$ cat src/rtl/ldo_ramp_seq_if.sv
// Register-file side bundle for the LDO handover sequencer: control/config in, thermometers and status out.
interface ldo_ramp_seq_if #(
  parameter int NCH   = 2,
  parameter int NSEG  = 64,
  parameter int CW    = 7,
  parameter int NALDO = 15,
  parameter int AW    = 4,
  parameter int TW    = 16
);
  logic                 cfg_en;
  logic                 start;
  logic                 dir;
  logic                 abort;
  logic [NCH*CW-1:0]    init_cnt;
  logic [CW-1:0]        step_size;
  logic [TW-1:0]        step_div;
  logic [TW-1:0]        settle_cyc;
  logic [AW-1:0]        aldo_target;
  logic [NCH*NSEG-1:0]  dldo_en_n;
  logic [NALDO-1:0]     aldo_en;
  logic                 busy;
  logic                 done;
  logic [2:0]           state_o;

  modport master (
    output cfg_en, start, dir, abort, init_cnt, step_size, step_div, settle_cyc, aldo_target,
    input  dldo_en_n, aldo_en, busy, done, state_o
  );

  modport slave (
    input  cfg_en, start, dir, abort, init_cnt, step_size, step_div, settle_cyc, aldo_target,
    output dldo_en_n, aldo_en, busy, done, state_o
  );
endinterface

$ cat src/rtl/ldo_ramp_seq.sv
// ALDO/DLDO power-handover sequencer with thermometer outputs.
// Define LDO_STAGGER_EN to ramp channels one at a time instead of in lockstep.
module ldo_ramp_seq #(
  parameter int NCH   = 2,
  parameter int NSEG  = 64,
  parameter int CW    = 7,
  parameter int NALDO = 15,
  parameter int AW    = 4,
  parameter int TW    = 16
) (
  input  logic          clk,
  input  logic          rst,
  ldo_ramp_seq_if.slave bus
);

  typedef enum logic [2:0] {
    IDLE    = 3'd0,
    PRE     = 3'd1,
    RAMP_DN = 3'd2,
    HOLD    = 3'd3,
    RAMP_UP = 3'd4,
    POST    = 3'd5
  } state_e;

  state_e              state_q;
  logic [CW-1:0]       cnt_q  [NCH];
  logic [CW-1:0]       init_q [NCH];
  logic [AW-1:0]       aldo_cnt_q;
  logic [AW-1:0]       target_q;
  logic [CW-1:0]       step_q;
  logic [TW-1:0]       div_cfg_q;
  logic [TW-1:0]       settle_q;
  logic [TW-1:0]       div_q;
  logic [TW-1:0]       timer_q;
  logic                busy_q;
  logic                done_q;
  logic [NCH*NSEG-1:0] dldo_en_n_q;
  logic [NALDO-1:0]    aldo_en_q;

  logic [CW-1:0]       init_clamp_d [NCH];
  logic [CW-1:0]       dn_d [NCH];
  logic [CW-1:0]       up_d [NCH];
  logic                dn_zero_d;
  logic                up_full_d;
  logic                kill_d;
  logic                go_dn_d;
  logic                go_up_d;

  function automatic logic [CW-1:0] clamp_cnt(input logic [CW-1:0] v);
    return (int'(v) > NSEG) ? CW'(NSEG) : v;
  endfunction

  function automatic logic [AW-1:0] clamp_aldo(input logic [AW-1:0] v);
    return (int'(v) > NALDO) ? AW'(NALDO) : v;
  endfunction

  function automatic logic [CW-1:0] step_dn(input logic [CW-1:0] c, input logic [CW-1:0] s);
    return (c > s) ? c - s : '0;
  endfunction

  // Sum is one bit wider so a large step cannot wrap past the ceiling.
  function automatic logic [CW-1:0] step_up(input logic [CW-1:0] c, input logic [CW-1:0] s,
                                            input logic [CW-1:0] lim);
    logic [CW:0] sum;
    sum = {1'b0, c} + {1'b0, s};
    return (sum > {1'b0, lim}) ? lim : sum[CW-1:0];
  endfunction

  function automatic logic [NSEG-1:0] therm_seg(input logic [CW-1:0] c);
    logic [NSEG-1:0] t;
    for (int j = 0; j < NSEG; j++) t[j] = (int'(c) > j);
    return t;
  endfunction

  function automatic logic [NALDO-1:0] therm_aldo(input logic [AW-1:0] c);
    logic [NALDO-1:0] t;
    for (int j = 0; j < NALDO; j++) t[j] = (int'(c) > j);
    return t;
  endfunction

  assign kill_d  = bus.abort || !bus.cfg_en;
  assign go_dn_d = (state_q == IDLE) && bus.start && !bus.dir && !kill_d;
  assign go_up_d = (state_q == HOLD) && bus.start &&  bus.dir && !kill_d;

`ifdef LDO_STAGGER_EN
  logic dn_pick_d;
  logic up_pick_d;
`endif

  always_comb begin
    for (int i = 0; i < NCH; i++) init_clamp_d[i] = clamp_cnt(bus.init_cnt[i*CW +: CW]);
`ifdef LDO_STAGGER_EN
    // Down walks from channel 0 upward, up walks back from the top channel.
    dn_pick_d = 1'b0;
    for (int i = 0; i < NCH; i++) begin
      dn_d[i] = cnt_q[i];
      if (!dn_pick_d && cnt_q[i] != '0) begin
        dn_d[i]   = step_dn(cnt_q[i], step_q);
        dn_pick_d = 1'b1;
      end
    end
    up_pick_d = 1'b0;
    for (int i = NCH - 1; i >= 0; i--) begin
      up_d[i] = cnt_q[i];
      if (!up_pick_d && cnt_q[i] != init_q[i]) begin
        up_d[i]   = step_up(cnt_q[i], step_q, init_q[i]);
        up_pick_d = 1'b1;
      end
    end
`else
    for (int i = 0; i < NCH; i++) begin
      dn_d[i] = step_dn(cnt_q[i], step_q);
      up_d[i] = step_up(cnt_q[i], step_q, init_q[i]);
    end
`endif
    dn_zero_d = 1'b1;
    up_full_d = 1'b1;
    for (int i = 0; i < NCH; i++) begin
      if (dn_d[i] != '0)        dn_zero_d = 1'b0;
      if (up_d[i] != init_q[i]) up_full_d = 1'b0;
    end
  end

  // Ramp configuration is frozen at each accepted start.
  always_ff @(posedge clk) begin
    if (go_dn_d || go_up_d) begin
      step_q    <= (bus.step_size == '0) ? CW'(1) : bus.step_size;
      div_cfg_q <= bus.step_div;
      settle_q  <= bus.settle_cyc;
    end
    if (go_dn_d) begin
      init_q   <= init_clamp_d;
      target_q <= clamp_aldo(bus.aldo_target);
    end
  end

  always_ff @(posedge clk) begin
    if (rst) begin
      state_q    <= IDLE;
      cnt_q      <= '{default: '0};
      aldo_cnt_q <= '0;
      busy_q     <= 1'b0;
      done_q     <= 1'b0;
      div_q      <= '0;
      timer_q    <= '0;
    end else begin
      done_q <= 1'b0;
      if (kill_d) begin
        state_q    <= IDLE;
        cnt_q      <= init_clamp_d;
        aldo_cnt_q <= '0;
        busy_q     <= 1'b0;
      end else begin
        case (state_q)
          IDLE: begin
            cnt_q      <= init_clamp_d;
            aldo_cnt_q <= '0;
            if (go_dn_d) begin
              state_q    <= PRE;
              busy_q     <= 1'b1;
              aldo_cnt_q <= clamp_aldo(bus.aldo_target);
              timer_q    <= bus.settle_cyc;
            end
          end
          PRE: begin
            if (timer_q <= TW'(1)) begin
              state_q <= RAMP_DN;
              div_q   <= '0;
            end else begin
              timer_q <= timer_q - TW'(1);
            end
          end
          RAMP_DN: begin
            if (div_q == '0) begin
              cnt_q <= dn_d;
              div_q <= div_cfg_q;
              if (dn_zero_d) begin
                state_q <= HOLD;
                busy_q  <= 1'b0;
                done_q  <= 1'b1;
              end
            end else begin
              div_q <= div_q - TW'(1);
            end
          end
          HOLD: begin
            if (go_up_d) begin
              state_q <= RAMP_UP;
              busy_q  <= 1'b1;
              div_q   <= '0;
            end
          end
          RAMP_UP: begin
            if (div_q == '0) begin
              cnt_q <= up_d;
              div_q <= div_cfg_q;
              if (up_full_d) begin
                state_q <= POST;
                timer_q <= settle_q;
              end
            end else begin
              div_q <= div_q - TW'(1);
            end
          end
          POST: begin
            if (timer_q <= TW'(1)) begin
              state_q    <= IDLE;
              aldo_cnt_q <= '0;
              busy_q     <= 1'b0;
              done_q     <= 1'b1;
            end else begin
              timer_q <= timer_q - TW'(1);
            end
          end
          default: state_q <= IDLE;
        endcase
      end
    end
  end

  // Output register stage: thermometers lag the counts by one cycle.
  always_ff @(posedge clk) begin
    if (rst) begin
      dldo_en_n_q <= '1;
      aldo_en_q   <= '0;
    end else begin
      for (int i = 0; i < NCH; i++) dldo_en_n_q[i*NSEG +: NSEG] <= ~therm_seg(cnt_q[i]);
      aldo_en_q <= therm_aldo(aldo_cnt_q);
    end
  end

  assign bus.dldo_en_n = dldo_en_n_q;
  assign bus.aldo_en   = aldo_en_q;
  assign bus.busy      = busy_q;
  assign bus.done      = done_q;
  assign bus.state_o   = state_q;

endmodule

$ cat src/flat_wrapper.sv
// flat-port wrapper written by rule: the top's interface ports become plain ports
module ldo_ramp_seq_flat 
#(
  parameter int NCH   = 2,
  parameter int NSEG  = 64,
  parameter int CW    = 7,
  parameter int NALDO = 15,
  parameter int AW    = 4,
  parameter int TW    = 16
)
  (clk, rst, bus_cfg_en, bus_start, bus_dir, bus_abort, bus_init_cnt, bus_step_size, bus_step_div, bus_settle_cyc, bus_aldo_target, bus_dldo_en_n, bus_aldo_en, bus_busy, bus_done, bus_state_o);
  ldo_ramp_seq_if #(.NCH(NCH), .NSEG(NSEG), .CW(CW), .NALDO(NALDO), .AW(AW), .TW(TW)) bus_i ();
  input  logic clk;
  input  logic rst;
  input wire logic [$bits(bus_i.cfg_en)-1:0] bus_cfg_en;
  input wire logic [$bits(bus_i.start)-1:0] bus_start;
  input wire logic [$bits(bus_i.dir)-1:0] bus_dir;
  input wire logic [$bits(bus_i.abort)-1:0] bus_abort;
  input wire logic [$bits(bus_i.init_cnt)-1:0] bus_init_cnt;
  input wire logic [$bits(bus_i.step_size)-1:0] bus_step_size;
  input wire logic [$bits(bus_i.step_div)-1:0] bus_step_div;
  input wire logic [$bits(bus_i.settle_cyc)-1:0] bus_settle_cyc;
  input wire logic [$bits(bus_i.aldo_target)-1:0] bus_aldo_target;
  output wire logic [$bits(bus_i.dldo_en_n)-1:0] bus_dldo_en_n;
  output wire logic [$bits(bus_i.aldo_en)-1:0] bus_aldo_en;
  output wire logic [$bits(bus_i.busy)-1:0] bus_busy;
  output wire logic [$bits(bus_i.done)-1:0] bus_done;
  output wire logic [$bits(bus_i.state_o)-1:0] bus_state_o;
  assign bus_i.cfg_en = bus_cfg_en;
  assign bus_i.start = bus_start;
  assign bus_i.dir = bus_dir;
  assign bus_i.abort = bus_abort;
  assign bus_i.init_cnt = bus_init_cnt;
  assign bus_i.step_size = bus_step_size;
  assign bus_i.step_div = bus_step_div;
  assign bus_i.settle_cyc = bus_settle_cyc;
  assign bus_i.aldo_target = bus_aldo_target;
  assign bus_dldo_en_n = bus_i.dldo_en_n;
  assign bus_aldo_en = bus_i.aldo_en;
  assign bus_busy = bus_i.busy;
  assign bus_done = bus_i.done;
  assign bus_state_o = bus_i.state_o;
  ldo_ramp_seq #(.NCH(NCH), .NSEG(NSEG), .CW(CW), .NALDO(NALDO), .AW(AW), .TW(TW)) u_core (.clk(clk), .rst(rst), .bus(bus_i));
endmodule
$ cat config.mk
export PLATFORM = sky130hd
export DESIGN_NAME = ldo_ramp_seq_flat
export DESIGN_NICKNAME = d
export VERILOG_FILES = /design/src/rtl/ldo_ramp_seq_if.sv /design/src/rtl/ldo_ramp_seq.sv /design/src/flat_wrapper.sv
export SDC_FILE = /design/constraint.sdc
export NUM_CORES = 1
export LEC_CHECK = 0
export CAP_MARGIN = 15
export CORE_MARGIN = 5
export CORE_UTILIZATION = 48
export CTS_BUF_LIST = sky130_fd_sc_hd__clkbuf_8 sky130_fd_sc_hd__clkbuf_16
export DETAILED_ROUTE_END_ITERATION = 12
export PLACE_DENSITY = 0.74
export SYNTH_ARGS = -nofsm -noshare
export SYNTH_HDL_FRONTEND = slang
export SYNTH_SLANG_ARGS = --single-unit
$ cat constraint.sdc
create_clock -name clk -period 9.05 [get_ports clk]
set_clock_uncertainty 0.15 [all_clocks]
set_input_delay 1.81 -clock clk [delete_from_list [all_inputs] [get_ports clk]]
set_output_delay 1.81 -clock clk [all_outputs]
set_load 0.1 [all_outputs]
Word-level counts from Yosys, hierarchy flattened

Cells that the tools add are included.

Output and inout port bits: 148
Flip-flop bits (word level): 251
Input port bits: 63
Word-level logic and storage cells: 267

Bitwise gates (word level): 3
Reduce and logical (&&, ||, !) cells: 30
$lt $le $gt $ge: 150
Eq/ne operators: 18
$add $sub $neg: 6
Mux-type cells: 45

Operator list:

| cell                                                  | count |
|---|---|
| > comparator 7 x 6 -> 1 bit, second input constant    | 64 |
| > comparator 7 x 5 -> 1 bit, second input constant    | 32 |
| NOT 64 bit                                            | 2 |
| > comparator 7 x 4 -> 1 bit, second input constant    | 16 |
| two-way mux 16 bit                                    | 7 |
| case mux 16 bit (3 select lines)                      | 2 |
| > comparator 7 x 3 -> 1 bit, second input constant    | 8 |
| two-way mux 14 bit                                    | 3 |
| two-way mux 7 bit                                     | 6 |
| case mux 14 bit (3 select lines)                      | 1 |
| subtractor 16 x 1 -> 16 bit, second input constant    | 2 |
| > comparator 4 bit, second input constant             | 7 |
| > comparator 7 x 1 -> 1 bit, second input constant    | 4 |
| > comparator 7 x 2 -> 1 bit, second input constant    | 4 |
| two-way mux 3 bit                                     | 8 |
| case mux 3 bit (6 select lines)                       | 1 |
| adder 7 x 7 -> 8 bit                                  | 2 |
| > comparator 4 x 3 -> 1 bit, second input constant    | 4 |
| > comparator 8 x 7 -> 1 bit                           | 2 |
| <= comparator 16 x 1 -> 1 bit, second input constant  | 1 |
| logical NOT 16 bit                                    | 1 |
| inequality test 2 x 1 -> 1 bit, second input constant | 8 |
| > comparator 7 bit                                    | 2 |
| > comparator 7 bit, second input constant             | 2 |
| other kinds (30)                                      | 63 |

Longest topological paths before layout

Word-level depth: 9
Mapped depth: 19
Depth with buffers taken out: 17

Worst setup path after synthesis

Ideal clock, no wire load.

Path type: input-to-reg
Start: input port bus_dir
End: register u_core.div_cfg_q[0] (enable)
Slack: 3207 ps
Data arrival time: 5193 ps
Stages: 2
Data required time: 8400 ps
Setup time: 500 ps
Path buffers: 0
Path through: or3_1 > a211oi_1

Word-level cells in the longest chain between the ends: 4
Elaborated cells on any way between the ends: 6
Those cells by class: reduce/logical (6)

Ends and longest elaborated chain:

| item                           | line                | source |
|---|---|---|
| from (decl)                    | flat_wrapper.sv:17  | `input wire logic [$bits(bus_i.dir)-1:0] bus_dir;` |
| logical NOT 1 bit              | ldo_ramp_seq.sv:82  | `assign go_dn_d = (state_q == IDLE) && bus.start && !bus.dir && !kill_d;` |
| logical AND 1 bit (2 in a row) | ldo_ramp_seq.sv:82  |  |
| logical OR 1 bit *             | ldo_ramp_seq.sv:126 | `if (go_dn_d \|\| go_up_d) begin` |
| to (signal assigned)           | ldo_ramp_seq.sv:128 | `div_cfg_q <= bus.step_div;` |
| to (decl)                      | ldo_ramp_seq.sv:31  | `logic [TW-1:0] div_cfg_q;` |

Every way passes the cells marked *; elsewhere a longest branch is shown, timed or not.
A chain may end at the register's enable or synchronous reset.

Final worst setup path

Start: register u_core.cnt_q[3] in the netlist's numbering
End: register u_core.timer_q[0]

Word-level cells in the longest chain between the ends: 7

Ends and longest elaborated chain:

| item                                              | line                | source |
|---|---|---|
| from (decl)                                       | ldo_ramp_seq.sv:26  | `logic [CW-1:0] cnt_q [NCH];` |
| from (signal assigned)                            | ldo_ramp_seq.sv:150 | `cnt_q <= init_clamp_d;` |
| from (signal assigned)                            | ldo_ramp_seq.sv:156 | `cnt_q <= init_clamp_d;` |
| from (signal assigned)                            | ldo_ramp_seq.sv:175 | `cnt_q <= dn_d;` |
| adder 7 x 7 -> 8 bit *                            | ldo_ramp_seq.sv:65  | `sum = {1'b0, c} + {1'b0, s};` |
| > comparator 8 x 7 -> 1 bit                       | ldo_ramp_seq.sv:66  | `return (sum > {1'b0, lim}) ? lim : sum[CW-1:0];` |
| two-way mux 7 bit *                               | ldo_ramp_seq.sv:66  |  |
| inequality test 7 bit *                           | ldo_ramp_seq.sv:120 | `if (up_d[i] != init_q[i]) up_full_d = 1'b0;` |
| two-way mux 1 bit *                               | ldo_ramp_seq.sv:120 |  |
| inequality test 2 x 1 -> 1 bit (no source line) * | n/a                 |  |
| AND reduction 6 bit (no source line) *            | n/a                 |  |
| to (signal assigned)                              | ldo_ramp_seq.sv:162 | `timer_q <= bus.settle_cyc;` |
| to (signal assigned)                              | ldo_ramp_seq.sv:170 | `timer_q <= timer_q - TW'(1);` |
| to (signal assigned)                              | ldo_ramp_seq.sv:199 | `timer_q <= settle_q;` |
| to (decl)                                         | ldo_ramp_seq.sv:34  | `logic [TW-1:0] timer_q;` |

Marks and branches as above.

==> run_results.csv <==
group,metric,value,unit
global_routing,grt-ovfl-total,0,
critical_path,r2r-end,"u_core.timer_q[0]$_SDFFE_PP0P_",
cts,cts_max_level,1,
cts,numCtsBuffers,26,
route,wl_met3,2690,um
final_layout,final_cell_mix,"clkdlybuf4s50_1, dfxtp_1, nor2_1",
logic_synthesis,synth_cells,1371,
logic_synthesis,ys_async_sr_fraction,0,%
timing,finalCritPeriodShare,55.5,%
global_routing,antenna_found_initial,0,
min_path,min_to,"u_core.timer_q[13]$_SDFFE_PP0P_",
logic_synthesis,yosys.area.top_type,"dfxtp_1",
critical_path,cp-end-kind,"flop",
critical_path,worstSetupPathType,"flop to flop",
route,met1_length,13700,um
critical_path,cpPeakStageDelay,0.92,ns
cts,cts.repair.resized,0,
power_and_ir_drop,ir_worst_vdd,0.165,mV
run,maxCapViolCount,0,
logic_synthesis,ys_types,81,
critical_path,rrSetupSlack,4.03,ns
logic_synthesis,synth_area_leaders,"dfxtp_1, edfxtp_1, o21ai_0",
logic_synthesis,synth_nets,1484,
timing,drv_slew,0,
global_routing,grt_start_max_net_pins,90,
global_routing,grt_pass1_wl,55500,um
timing,finalSetupViolations,0,
die,num_rows,58,
status,status,"finished clean",
timing,max_freq,0.199,GHz
logic_synthesis,synth_area,12000,um^2
timing,tightestPinTransition,1.07,ns
route,highest_layer,"met4",
final_layout,final_layout_size_suffix_gt1_share,5.43,%
die,coreArea,25000,um^2
placed_design,place_area,14300,um^2
final_layout,fin_area,15200,um^2
logic_synthesis,synth.avg_cell_area,8.79,um^2
logic_synthesis,synth_edf_count,53,
die,start_util,48.3,%
die,die_h,168,um
cts,cts_setup_buffers,0,
final_layout,nets,1641,
route,via_count,10900,
route,post_drt_wl_per_cell,18.6,um
cts,clock_latency,0.53,ns
min_path,hold_depth,2,
critical_path,worstReg2RegStart,"u_core.cnt_q[3]$_SDFFE_PP0P_",
route,finalWirelength,35000,um
cts,cts-hold-fix-buffers,0,
global_routing,grt_pass1_vias,10200,
timing,finalCriticalPeriod,5.02,ns
critical_path,critPathArrivalTime,5.33,ns
cts,clk_path_buf_depth,3,
logic_synthesis,dominantRegCellSynth,"dfxtp_1",
timing,tns,0,ns
placed_design,dpl.hpwl,25700,um
route,route.met2.wl,17400,um
die,fp.dieW,168,um
placed_design,io_buffer_count,210,
global_routing,grt_use_total,23.9,%
critical_path,cp_max_fo,27,
logic_synthesis,synth-seq-cells,251,
critical_path,cp-start-kind,"flop",
final_layout,final_common_cell,"clkdlybuf4s50_1",
route,first_iter_violations,1071,
critical_path,cp_data_required_time,9.36,ns
timing,rsz0062_at_grt,"no",
logic_synthesis,synth_warnings,0,
logic_synthesis,yosys.area.top_type_share,32.9,%
placed_design,numPlacedInstances,1830,
min_path,hold_path_class,"flop to flop",
timing,hold_viol,0,
power_and_ir_drop,power_density,191,nW/um^2
critical_path,cpLargestDelayFamily,"compound AO/OA/AOI/OAI gates",
final_layout,antennaDiodeCount,0,
route,drc,0,
route,drtPass1Iterations,6,
cts,root_buffer,"clkbuf_16",
critical_path,path_common_cell,"nor2_1",
logic_synthesis,ys_seq_area_share,46.1,%
critical_path,cp_cell_sequence,"ha_1 -> inv_1 -> o311ai_0 -> a21oi_1 -> nor2_1 -> xor2_1 -> ha_1 -> a21o_1 -> a211o_1 -> o21ai_0 -> a21oi_1 -> nor2_1 -> a221o_1 -> a21bo_4 -> mux2_2 -> nor2_1",
placed_design,routabilityCongestion,0.937,
route,vias_per_cell,5.78,
final_layout,final_cells,1878,
cts,cts_tree,"done",
cts,clk_pin_slew,0.06,ns
route,final_antenna_net_count,0,
cts,cts_sinks,251,
critical_path,path_buf_inv,1,
critical_path,slowest_stage,"dfxtp_1",
die,io_pins,211,
min_path,holdCritStartpoint,"u_core.timer_q[13]$_SDFFE_PP0P_",
critical_path,reg2regPathDepth,16,
timing,slew_headroom,28.5,%
die,die_area,28400,um^2
final_layout,area_delta_synth_final,26.1,%
power_and_ir_drop,p_leak,5.80,nW
## routing by layer
metal  vias up  global-route usage, %
met5         -                      0
met4         0                   7.76
met3        91                   3.97
met2       511                   42.2
met1      5072                   29.7
li1       5176                      -
## worst max-delay path by stage
stage | from | endpoint | slack (ns) | cells after the start
after floorplan | bus_dir | u_core.div_cfg_q[0]$_DFFE_PP_ | 3.21 | 2
after global placement | u_core.cnt_q[3]$_SDFFE_PP0P_ | u_core.timer_q[0]$_SDFFE_PP0P_ | 4.23 | 16
after detailed placement | u_core.cnt_q[3]$_SDFFE_PP0P_ | u_core.timer_q[0]$_SDFFE_PP0P_ | 4.12 | 16
after CTS | u_core.cnt_q[3]$_SDFFE_PP0P_ | u_core.timer_q[0]$_SDFFE_PP0P_ | 4.11 | 16
after global routing | u_core.cnt_q[3]$_SDFFE_PP0P_ | u_core.timer_q[0]$_SDFFE_PP0P_ | 3.71 | 16
final | u_core.cnt_q[3]$_SDFFE_PP0P_ | u_core.timer_q[0]$_SDFFE_PP0P_ | 4.03 | 16
## registers in the layout, indices dropped and copies added, names as in the netlist
name                  cells
u_core.aldo_cnt_q         4
u_core.bus.aldo_en       15
u_core.bus.busy           1
u_core.bus.dldo_en_n    128
u_core.bus.done           1
u_core.bus.state_o        3
u_core.cnt_q             14
u_core.div_cfg_q         16
u_core.div_q             16
u_core.init_q            14
u_core.settle_q          16
u_core.step_q             7
u_core.timer_q           16
## per-stage QoR
| step | setup slack (ns) | hold WS [ns] | power [mW] | utilization, % |
|---|---|---|---|---|
| 2_1_floorplan | 3.21 | 0.295 | 1.64 | - |
| 3_3_place_gp | 4.23 | 0.306 | 1.79 | 57.2 |
| 3_5_place_dp | 4.12 | 0.328 | 1.79 | 57.2 |
| 4_1_cts | 4.11 | 0.340 | 2.91 | 60.9 |
| 5_1_grt | 3.71 | 0.356 | 2.99 | 60.9 |
| 6_report | 4.03 | 0.337 | 2.89 | 60.9 |
## area by class of cell
class	count	area (um^2)
multi-input cells	972	5920
inverters	56	210
clock inverters	17	173
flip-flops and latches	251	5560
fillers	2171	9770
repair buffers	221	2180
clock buffers	31	742
well taps	330	413
## logic make-up (layout without fill, tap and decap cells)
logic type | Yosys count | after routing | share of synthesized area (%)
AND/OR/NAND/NOR | 483 | 483 | 19.0
AO/OA/AOI/OAI | 391 | 391 | 20.6
flip-flops | 251 | 251 | 46.1
buffers and inverters | 148 | 325 | 4.93
adder cells (fa/ha/maj) | 51 | 51 | 5.52
XOR/XNOR | 34 | 34 | 2.70
multiplexers | 13 | 13 | 1.09
## worst register-to-register path, stage by stage (launching register included)
cell and delay, ns:
dfxtp_1 0.92, ha_1 0.45, inv_1 0.17, o311ai_0 0.25, a21oi_1 0.27, nor2_1 0.07
xor2_1 0.22, ha_1 0.29, a21o_1 0.16, a211o_1 0.30, o21ai_0 0.16, a21oi_1 0.09
nor2_1 0.40, a221o_1 0.31, a21bo_4 0.31, mux2_2 0.37, nor2_1 0.08
## power breakdown
group / internal, mW / switching [mW]
sequential: 1.19 / 0.0281
combinational: 0.158 / 0.403
clock: 0.671 / 0.449
## Yosys cell counts, drive strengths merged, types with 15 or more instances
library cell and instances:
dfxtp 198, nor2 155, nand2 150, o21ai 129, a21oi 83, clkbuf 73
inv 54, edfxtp 53, ha 46, nor3 30, nand3 27, nor2b 25
a211oi 21, buf 19, o22ai 19, xnor2 19, nand2b 16, or2 16
a221oi 15, a22oi 15, o211ai 15
Power figures use the tool's default switching activity.
